===== src/rtl/rmii_frame_tx.sv =====
//------------------------------------------------------------------------------
// rmii_frame_tx
//
// RMII transmit framer. One 32-bit CPU word becomes one minimum-size Ethernet II
// frame on TXD1/TXD0/TXEN. The frame is preamble, SFD, fixed header, the four
// payload octets, zero pad and the CRC-32 FCS. The framer then holds the line
// idle for the inter-frame gap and raises a sticky finish flag for the CPU.
//
// Ports
//   clk          system clock (100 MHz nominal)
//   reset        synchronous, active-high reset
//   send_data    payload word, captured only on the accept cycle
//   send_ena     start request, rising-edge sensitive
//   send_finish  sticky done flag: set after the last IFG slot, cleared by the
//                next accept or by reset
//   busy         high from the accept cycle until the end of the IFG
//   TXD1, TXD0   RMII dibit, bit 1 and bit 0
//   TXEN         RMII transmit enable
//
// Parameters
//   CLK_DIV      clk cycles per RMII dibit slot, legal range 2..15
//   DST_MAC      destination MAC, bits [47:40] sent first
//   SRC_MAC      source MAC, bits [47:40] sent first
//   ETHERTYPE    EtherType, high octet first
//------------------------------------------------------------------------------
module rmii_frame_tx #(
    parameter int unsigned CLK_DIV   = 2,
    parameter logic [47:0] DST_MAC   = 48'hFFFF_FFFF_FFFF,
    parameter logic [47:0] SRC_MAC   = 48'h000A_3500_0001,
    parameter logic [15:0] ETHERTYPE = 16'h88B5
) (
    input  logic        clk,
    input  logic        reset,
    input  logic [31:0] send_data,
    input  logic        send_ena,
    output logic        send_finish,
    output logic        busy,
    output logic        TXD1,
    output logic        TXD0,
    output logic        TXEN
);

    // Reflected IEEE 802.3 polynomial.
    localparam logic [31:0]  CRC_POLY = 32'hEDB8_8320;

    // Header as one vector; octet 0 is the top byte.
    localparam logic [111:0] HDR      = {DST_MAC, SRC_MAC, ETHERTYPE};

    localparam logic [3:0]   DIV_LAST = 4'(CLK_DIV - 1);

    // Last dibit index of each section. The gap counts one slot further: slots
    // 0..47 are the gap proper, and the tick that would open slot 48 is the one
    // that closes the gap and raises send_finish.
    localparam logic [7:0]   PRE_LAST = 8'd27;   // 7 octets of 0x55
    localparam logic [7:0]   SFD_LAST = 8'd3;    // 0xD5
    localparam logic [7:0]   HDR_LAST = 8'd55;   // 14 header octets
    localparam logic [7:0]   PAY_LAST = 8'd15;   // 4 payload octets
    localparam logic [7:0]   PAD_LAST = 8'd167;  // 42 zero octets
    localparam logic [7:0]   FCS_LAST = 8'd15;   // 4 FCS octets
    localparam logic [7:0]   IFG_END  = 8'd48;   // 48 idle slots

    typedef enum logic [2:0] {
        ST_IDLE,
        ST_PRE,
        ST_SFD,
        ST_HDR,
        ST_PAY,
        ST_PAD,
        ST_FCS,
        ST_IFG
    } state_t;

    state_t      state_q, state_d;
    logic [7:0]  cnt_q, cnt_d;        // dibit index within the current section
    logic [3:0]  div_q, div_d;        // free-running dibit slot divider
    logic        ena_q;               // previous send_ena sample
    logic        armed_q;             // send_ena has been seen low since reset
    logic        busy_q, busy_d;
    logic        finish_q, finish_d;
    logic [1:0]  txd_q, txd_d;
    logic        txen_q, txen_d;
    logic [31:0] data_q, data_d;
    logic [31:0] crc_q, crc_d;

    logic        tick;
    logic        accept;
    logic        cnt_last;
    logic [7:0]  octet;
    logic [1:0]  dibit;

    // Two CRC steps, bit 0 of the dibit first, matching LSB-first wire order.
    function automatic logic [31:0] crc_step2(input logic [31:0] c,
                                              input logic [1:0]  d);
        logic [31:0] r;
        r = c;
        for (int i = 0; i < 2; i++) begin
            r = (r >> 1) ^ (((r[0] ^ d[i]) == 1'b1) ? CRC_POLY : 32'h0);
        end
        return r;
    endfunction

    function automatic logic [7:0] hdr_octet(input logic [3:0] idx);
        logic [7:0] o;
        o = 8'h00;
        for (int i = 0; i < 14; i++) begin
            if (idx == 4'(i)) begin
                o = HDR[8*(13-i) +: 8];
            end
        end
        return o;
    endfunction

    function automatic state_t next_section(input state_t s);
        state_t n;
        case (s)
            ST_PRE:  n = ST_SFD;
            ST_SFD:  n = ST_HDR;
            ST_HDR:  n = ST_PAY;
            ST_PAY:  n = ST_PAD;
            ST_PAD:  n = ST_FCS;
            ST_FCS:  n = ST_IFG;
            default: n = ST_IDLE;
        endcase
        return n;
    endfunction

    assign tick = (div_q == DIV_LAST);
    assign div_d = tick ? 4'd0 : div_q + 4'd1;

    // A level already high when reset releases is not an edge: armed_q only
    // sets once send_ena has been sampled low.
    assign accept = (state_q == ST_IDLE) && send_ena && !ena_q && armed_q;

    // Dibit for the slot about to start: pick the octet for this section, then
    // the 2-bit group selected by the low counter bits (LSB pair first).
    always_comb begin
        // NOTE: every always_comb output gets a default first, so no path can
        // leave it unassigned and infer a latch.
        octet = 8'h00;
        dibit = 2'b00;
        case (state_q)
            ST_PRE:  octet = 8'h55;
            ST_SFD:  octet = 8'hD5;
            ST_HDR:  octet = hdr_octet(cnt_q[5:2]);
            ST_PAY: begin
                case (cnt_q[3:2])
                    2'd0:    octet = data_q[31:24];
                    2'd1:    octet = data_q[23:16];
                    2'd2:    octet = data_q[15:8];
                    default: octet = data_q[7:0];
                endcase
            end
            default: octet = 8'h00;
        endcase
        case (cnt_q[1:0])
            2'd0:    dibit = octet[1:0];
            2'd1:    dibit = octet[3:2];
            2'd2:    dibit = octet[5:4];
            default: dibit = octet[7:6];
        endcase
        // FCS goes out as the inverted register, shifted two bits per slot.
        if (state_q == ST_FCS) begin
            dibit = ~crc_q[1:0];
        end
    end

    always_comb begin
        cnt_last = 1'b0;
        case (state_q)
            ST_PRE:  cnt_last = (cnt_q == PRE_LAST);
            ST_SFD:  cnt_last = (cnt_q == SFD_LAST);
            ST_HDR:  cnt_last = (cnt_q == HDR_LAST);
            ST_PAY:  cnt_last = (cnt_q == PAY_LAST);
            ST_PAD:  cnt_last = (cnt_q == PAD_LAST);
            ST_FCS:  cnt_last = (cnt_q == FCS_LAST);
            ST_IFG:  cnt_last = (cnt_q == IFG_END);
            default: cnt_last = 1'b0;
        endcase
    end

    // Next-state and output logic. Outputs are registered and only reloaded
    // on tick, so the line changes once per dibit slot.
    always_comb begin
        state_d  = state_q;
        cnt_d    = cnt_q;
        busy_d   = busy_q;
        finish_d = finish_q;
        txd_d    = txd_q;
        txen_d   = txen_q;
        data_d   = data_q;
        crc_d    = crc_q;

        if (state_q == ST_IDLE) begin
            txd_d  = 2'b00;
            txen_d = 1'b0;
            if (accept) begin
                state_d  = ST_PRE;
                cnt_d    = 8'd0;
                busy_d   = 1'b1;
                finish_d = 1'b0;
                data_d   = send_data;
                crc_d    = 32'hFFFF_FFFF;
            end
        end else if (tick) begin
            txd_d  = (state_q == ST_IFG) ? 2'b00 : dibit;
            txen_d = (state_q != ST_IFG);
            cnt_d  = cnt_last ? 8'd0 : cnt_q + 8'd1;

            case (state_q)
                ST_HDR, ST_PAY, ST_PAD: crc_d = crc_step2(crc_q, dibit);
                ST_FCS:                 crc_d = crc_q >> 2;
                default:                crc_d = crc_q;
            endcase

            if (cnt_last) begin
                state_d = next_section(state_q);
                if (state_q == ST_IFG) begin
                    busy_d   = 1'b0;
                    finish_d = 1'b1;
                end
            end
        end
    end

    always_ff @(posedge clk) begin
        // NOTE: sequential state uses non-blocking assignments so every
        // register samples its pre-edge value, independent of statement order.
        if (reset) begin
            state_q  <= ST_IDLE;
            cnt_q    <= 8'd0;
            div_q    <= 4'd0;
            ena_q    <= 1'b0;
            armed_q  <= 1'b0;
            busy_q   <= 1'b0;
            finish_q <= 1'b0;
            txd_q    <= 2'b00;
            txen_q   <= 1'b0;
        end else begin
            state_q  <= state_d;
            cnt_q    <= cnt_d;
            div_q    <= div_d;
            ena_q    <= send_ena;
            armed_q  <= armed_q | ~send_ena;
            busy_q   <= busy_d;
            finish_q <= finish_d;
            txd_q    <= txd_d;
            txen_q   <= txen_d;
        end
    end

    // NOTE: the payload and CRC registers are datapath only and are left out
    // of reset; both are loaded on accept before anything reads them.
    always_ff @(posedge clk) begin
        data_q <= data_d;
        crc_q  <= crc_d;
    end

    assign send_finish = finish_q;
    assign busy        = busy_q;
    assign TXD1        = txd_q[1];
    assign TXD0        = txd_q[0];
    assign TXEN        = txen_q;

endmodule


===== config.mk =====
export PLATFORM = sky130hd
export DESIGN_NAME = rmii_frame_tx
export DESIGN_NICKNAME = d
export VERILOG_FILES = /design/src/rtl/rmii_frame_tx.sv
export SDC_FILE = /design/constraint.sdc
export NUM_CORES = 1
export LEC_CHECK = 0
export ABC_AREA = 1
export CAP_MARGIN = 30
export CORE_ASPECT_RATIO = 1.2
export CORE_UTILIZATION = 59
export CTS_BUF_LIST = sky130_fd_sc_hd__clkbuf_2
export CTS_CLUSTER_SIZE = 28
export DETAILED_ROUTE_END_ITERATION = 8
export GPL_TIMING_DRIVEN = 0
export PLACE_DENSITY = 0.89
export SLEW_MARGIN = 20
export SYNTH_ARGS = -nofsm -noshare
export SYNTH_HDL_FRONTEND = slang
export SYNTH_SLANG_ARGS = --single-unit

===== constraint.sdc =====
create_clock -name clk -period 4.5 [get_ports clk]
set_input_delay 1.125 -clock clk [delete_from_list [all_inputs] [get_ports clk]]
set_output_delay 1.125 -clock clk [all_outputs]
set_load 0.005 [all_outputs]

-- Yosys cells after proc, flatten, opt, wreduce, memory -nomap -nowiden
Index checks and enable logic that the tools add are counted.
- output and inout port bits: 5
- bits in latches: 0
- flip-flop bits (word level): 86
- logic and storage cells: 119
- RAM bits: 0
- memories kept: 0
- ROM bits: 0
- $mul: 0
- div/mod/pow operators: 0
- muxes and demuxes: 45
- reduce and logical (&&, ||, !) cells: 21
- magnitude comparators: 0
- shift-type cells: 0
- add/subtract/negate cells: 2
- bitwise logic cells: 7
- eq/ne operators: 33
- operators with widths (kind ; count):
    2-to-1 mux 32 bit ; 5
    2-to-1 mux 8 bit ; 18
    one-hot mux 32 bit (2 select lines) ; 1
    XOR 31 x 32 -> 32 bit ; 2
    one-hot mux 8 bit (4 select lines) ; 1
    == test 4 bit (second input constant) ; 6
    one-hot mux 8 bit (3 select lines) ; 1
    one-hot mux 3 bit (6 select lines) ; 1
    == test 4 x 3 -> 1 bit (second input constant) ; 4
    == test 8 x 6 -> 1 bit (second input constant) ; 2
    == test 3 bit (second input constant) ; 4
    2-to-1 mux 3 bit ; 4
    2-to-1 mux 1 bit ; 10
    adder 8 x 1 -> 8 bit (second input constant) ; 1
    == test 4 x 1 -> 1 bit (second input constant) ; 2
    == test 4 x 2 -> 1 bit (second input constant) ; 2
    == test 8 x 2 -> 1 bit (second input constant) ; 1
    == test 8 x 4 -> 1 bit (second input constant) ; 1
    == test 8 x 5 -> 1 bit (second input constant) ; 1
    == test 8 bit (second input constant) ; 1
    == test 3 x 2 -> 1 bit (second input constant) ; 2
    one-hot mux 1 bit (6 select lines) ; 1
    one-hot mux 2 bit (3 select lines) ; 1
    AND reduction 3 bit ; 2
    other kinds (22) ; 34

-- Depth between registers and ports, before layout
- word-level depth: 27
- mapped depth: 16
- depth with buffers taken out: 16

-- Worst setup path before layout
No wires, ideal clock.
- path kind: reg2reg
- from: reg div_q[0]
- to: reg crc_q[0] (enable)
- path buffers: 0
- required time: 4034 ps
- library setup time: 466 ps
- cell stages (with the launch flop): 6
- data arrival time: 3131 ps
- path slack: 903 ps
- cells stage by stage: dfxtp_1 > ha_1 > nand2_1 > nor2_1 > nand2_1 > o21ai_0
- word-level cells in the longest chain between the ends: 3
- RTL lines (element ; RTL line ; text):
    start, declared ; 75 ; logic [3:0] div_q, div_d;
    start signal, assigned ; 241 ; div_q <= div_d;
    == test 4 x 1 -> 1 bit ; 127 ; assign tick = (div_q == DIV_LAST);
    nonzero test 2 bit (no line) ; n/a ;
    AND reduction 3 bit (no line) ; n/a ;
    end signal, assigned ; 255 ; crc_q <= crc_d;
    end, declared ; 83 ; logic [31:0] crc_q, crc_d;
No other way between the ends.
A chain may end at the register's enable or synchronous reset.

-- Final worst setup path
- from: reg txen_q (netlist: TXEN)
- to: out TXEN
- RTL lines (element ; RTL line ; text):
    start, declared ; 81 ; logic txen_q, txen_d;
    start signal, assigned ; 247 ; txen_q <= txen_d;
    end, declared ; 40 ; output logic TXEN
No word-level cell between the ends.

==> flow_results.org <==
** Routing
- Post-route antenna net violation count :: 0
- Before antenna repair, the detailed router went through 5 iterations.
- Detailed routing inserted a total of 3274 vias.
- Total detailed-routing wirelength :: between 8 and 9 mm
- Using the TritonRoute via totals, the vias-per-cell ratio works out to about 5.5.
- DRC marker count from the first detailed-route iteration :: 323
- DRC violation count after routing :: 0
- Average detailed-routed wire length per instance :: 14.6 um

** GRT
- The number of global-route vias before repair is 3281.
- Grt total ovfl :: 0
- Entering global routing, the biggest net connects 26 pins.
- Wire length of the first global-routing pass :: between 10 and 15 mm
- For this run, the total global-route usage over all layers was measured as a little over a quarter.
- The initial antenna violation count is 0.

** Finish
- Filler cell count :: approximately 500
- At the end of the flow, the number of nets in the layout was roughly 550.
- The post-route netlist has ~9.2% of its cells at a drive strength greater than 1.
- Cells fill 72.4% of the core in the end.
- The area growth from synthesis to layout is 16.1%.
- The number of antenna diodes in the final layout is 0.

** Clocking
- After clock tree synthesis, the clock-pin slew on the worst setup and hold paths is 0.23 ns.
- Root Buffer :: sky130_fd_sc_hd__clkbuf_2
- Cts bufs inserted :: 9
- Number of clock sinks :: 86
- Clock latency at the later pin of the worst-skew pair :: around 0.56 ns
- Maximum buffer depth of the clock tree :: 2
- Htree depth :: 3
- TritonCTS clock tree :: built
- CTS resizes :: 0
- Hold buffers post-CTS :: 0
- Setup Fix Bufs, Post-CTS :: 0

** Logic synthesis
- The synthesized netlist occupies a cell area of 0.00410 mm2.
- The most common cell in the synthesized netlist is sky130_fd_sc_hd__nand2_1.
- The number of nets in the synthesized netlist is 494.
- Number of flops mapped to enable cells by yosys :: 64
- sky130_fd_sc_hd__edfxtp_1 takes more of the synthesized area than any other cell.
- FFs w/ async S/R, synth :: 0%
- Post-synth top flop :: sky130_fd_sc_hd__edfxtp_1
- Ranked by total cell area, the synthesized netlist is headed by sky130_fd_sc_hd__edfxtp_1, sky130_fd_sc_hd__nand2_1, sky130_fd_sc_hd__dfxtp_1.
- Counting every instance in the synthesized netlist gives roughly 450.
- Summed over its instances, the top area cell type makes up 46.9% of the synthesized netlist area.
- Sequential cells were found to cover between 50% and 60% of the synthesized design area.
- Yosys mapped the design onto 32 distinct sky130hd cell types.
- Synthesized flop and latch total :: between 80 and 90
- Top cells by count, synth :: sky130_fd_sc_hd__nand2_1, sky130_fd_sc_hd__edfxtp_1, sky130_fd_sc_hd__inv_1
- Syn avg cell area :: 9.05 um2
- Warnings from Yosys :: 0

** Timing
- Count of final hold-check violations :: 0
- Subtracting the final worst setup slack from the clock period gives about 2.6 ns.
- Worst clock skew :: 0.0235 ns
- Worst hold-check slack :: approximately 0.5 ns
- In the final timing run, aggregate negative setup slack is 0 ns.
- Setup slack closes at around 1.9 ns.
- Setup violations remaining at the end of the flow were counted as 0.
- Number of pins with negative max-slew slack in the final report :: 0
- Headroom to the max-slew limit came out at about two thirds.
- Fin crit share :: a little under three fifths
- Highest attainable clock frequency :: a little under 0.4 GHz
- Worst Tran Pin Value :: 0.473 ns
- Setup repair after global routing missed its margin :: false

** Die
- Total core area :: 0.00657 mm2
- Die outline width :: 78.1 um
- Initial cell density of the core :: a little over three fifths
- Top-Level Pins :: 40
- The die covers around 0.0073 mm2.
- Row Count :: 32
- In this run the vertical extent of the chip is approximately 93 um.

** Critical path
- STA classifies the critical path endpoint as an output pin.
- Critical path arrival :: between 1 and 1.5 ns
- Broken down by cell family, the worst path's largest delay share belongs to buffers and inverters.
- STA classifies the critical path startpoint as a register.
- Library cell contributing the largest single delay on the critical path :: sky130_fd_sc_hd__clkdlybuf4s50_1
- WS Path Type :: register to output pin
- Ordered cell list for the critical path :: clkdlybuf4s50_1
- For this run, the slowest stage of the critical path takes 0.51 ns.
- Along the worst path, the maximum fanout reaches 2.
- Required time reported for the critical path endpoint :: approximately 3.4 ns
- Together, buffers and inverters on the worst path number 1.

** Power
- In this run the power density over the cells is a little under 500 mW/mm2.
- Switching pwr :: 0.889 mW
- Internal power summed over all cells :: between 1 and 1.5 mW
- In this run, flip-flops and latches consume 46.2% of the power.
- The worst-case IR drop observed on VDD is about 280 uV.
- Static leakage power :: around 1.9 nW
- Combinational cells account for between 30% and 40% of the total power.
- Of the total power, the share spent switching nets is a little under 40%.
- Clock share of power :: between 10% and 20%
- The design draws ~2.3 mW.

** Place
- Port Buf Inserts :: 38
- Timing analysis after detailed placement gives a worst setup slack of about 1.5 ns.
- Detailed placement finished with a half-perimeter wire length of between 6 and 7 mm.
- RePlAce Congestion :: between 0.8 and 0.9

** Worst hold path
- The path class of the tightest hold or removal check is register to register.

** Job
- The tool flagged a number of max-cap violations equal to 0.

** Status
- The flow ran to the end, and the final reports show no timing, DRC or antenna violations.
## state kept, by name (all words and copies together) (netlist names), 2 cells and up
name / flops
cnt_q: 8
crc_q: 32
data_q: 32
div_q: 4
state_q: 3
txd_q: 2
## logic make-up after synthesis
logic type      Yosys count  share of synthesized area [%]
compound gates           42                           5.62
simple gates            251                           27.9
xor+xnor                  6                           1.28
buf+inv                  62                           5.77
fa+ha+maj                 6                           1.83
flops                    86                           57.6
## worst paths after layout
kind,startpoint,to,depth (start not counted),slack [ns]
min,busy$_SDFFE_PP0P_,busy$_SDFFE_PP0P_,2,0.49
max reg2reg,cnt_q[2]$_SDFFE_PP0P_,crc_q[22]$_SDFFCE_PP1P_,15,1.94
min reg2reg,busy$_SDFFE_PP0P_,busy$_SDFFE_PP0P_,2,0.49
max,TXEN$_SDFFE_PP0P_,TXEN,1,1.91
## routing by layer
layer	global-route usage (%)	wire length, um	up-vias
li1	-	-	1614
met1	31.2	3600	1510
met2	45.1	4400	123
met4	13.1	226	0
met5	0	0	-
met3	5.76	444	27
## final cells by class
cell class | count | area (um2) | area share [%]
buffer | 7 | 30.0 | 0.631
inverter | 55 | 206 | 4.34
tap | 85 | 106 | 2.24
multi-input combinational | 305 | 1510 | 31.8
sequential | 86 | 2360 | 49.7
clock buffer | 9 | 45.0 | 0.947
timing repair buffer | 40 | 423 | 8.89
clock inverter | 7 | 72.6 | 1.53
## cells in the final DEF (no fill, tap or decap), types with 2 or more instances in the layout
cell	count
sky130_fd_sc_hd__clkdlybuf4s50_1	38
sky130_fd_sc_hd__clkinv_1	2
sky130_fd_sc_hd__a31oi_1	2
sky130_fd_sc_hd__inv_2	4
sky130_fd_sc_hd__nand3_1	48
sky130_fd_sc_hd__o211ai_1	2
sky130_fd_sc_hd__ha_1	6
sky130_fd_sc_hd__nor2_1	28
sky130_fd_sc_hd__nand2_1	135
sky130_fd_sc_hd__xor2_1	5
sky130_fd_sc_hd__dfxtp_1	22
sky130_fd_sc_hd__clkinv_4	2
sky130_fd_sc_hd__clkbuf_1	4
sky130_fd_sc_hd__a21oi_1	21
sky130_fd_sc_hd__or2_2	12
sky130_fd_sc_hd__inv_1	50
sky130_fd_sc_hd__nand4_1	14
sky130_fd_sc_hd__nand3_2	2
sky130_fd_sc_hd__buf_2	3
sky130_fd_sc_hd__nor2_2	2
sky130_fd_sc_hd__o21a_1	2
sky130_fd_sc_hd__o21ai_1	2
sky130_fd_sc_hd__a211oi_1	2
sky130_fd_sc_hd__nor3_1	3
sky130_fd_sc_hd__o21ai_0	9
sky130_fd_sc_hd__edfxtp_1	64
sky130_fd_sc_hd__clkbuf_2	9
sky130_fd_sc_hd__nand2_2	2
## through the flow
step | cells | cell area [um2]
after floorplan | 453 | 4100
final | 594 | 4760
after detailed placement | 578 | 4640
after global routing | 594 | 4760
after global placement | 576 | 4590
after CTS | 594 | 4760
## power groups by stage
stage	registers (mW)	clock network [mW]	logic, mW
6_report	1.06	0.410	0.830
5_1_grt	1.07	0.448	0.941
4_1_cts	1.06	0.410	0.827
3_5_place_dp	1.08	0	0.821
3_3_place_gp	1.08	0	0.763
2_1_floorplan	1.07	0	0.588
Note: power is estimated with default switching activity, not from simulation.
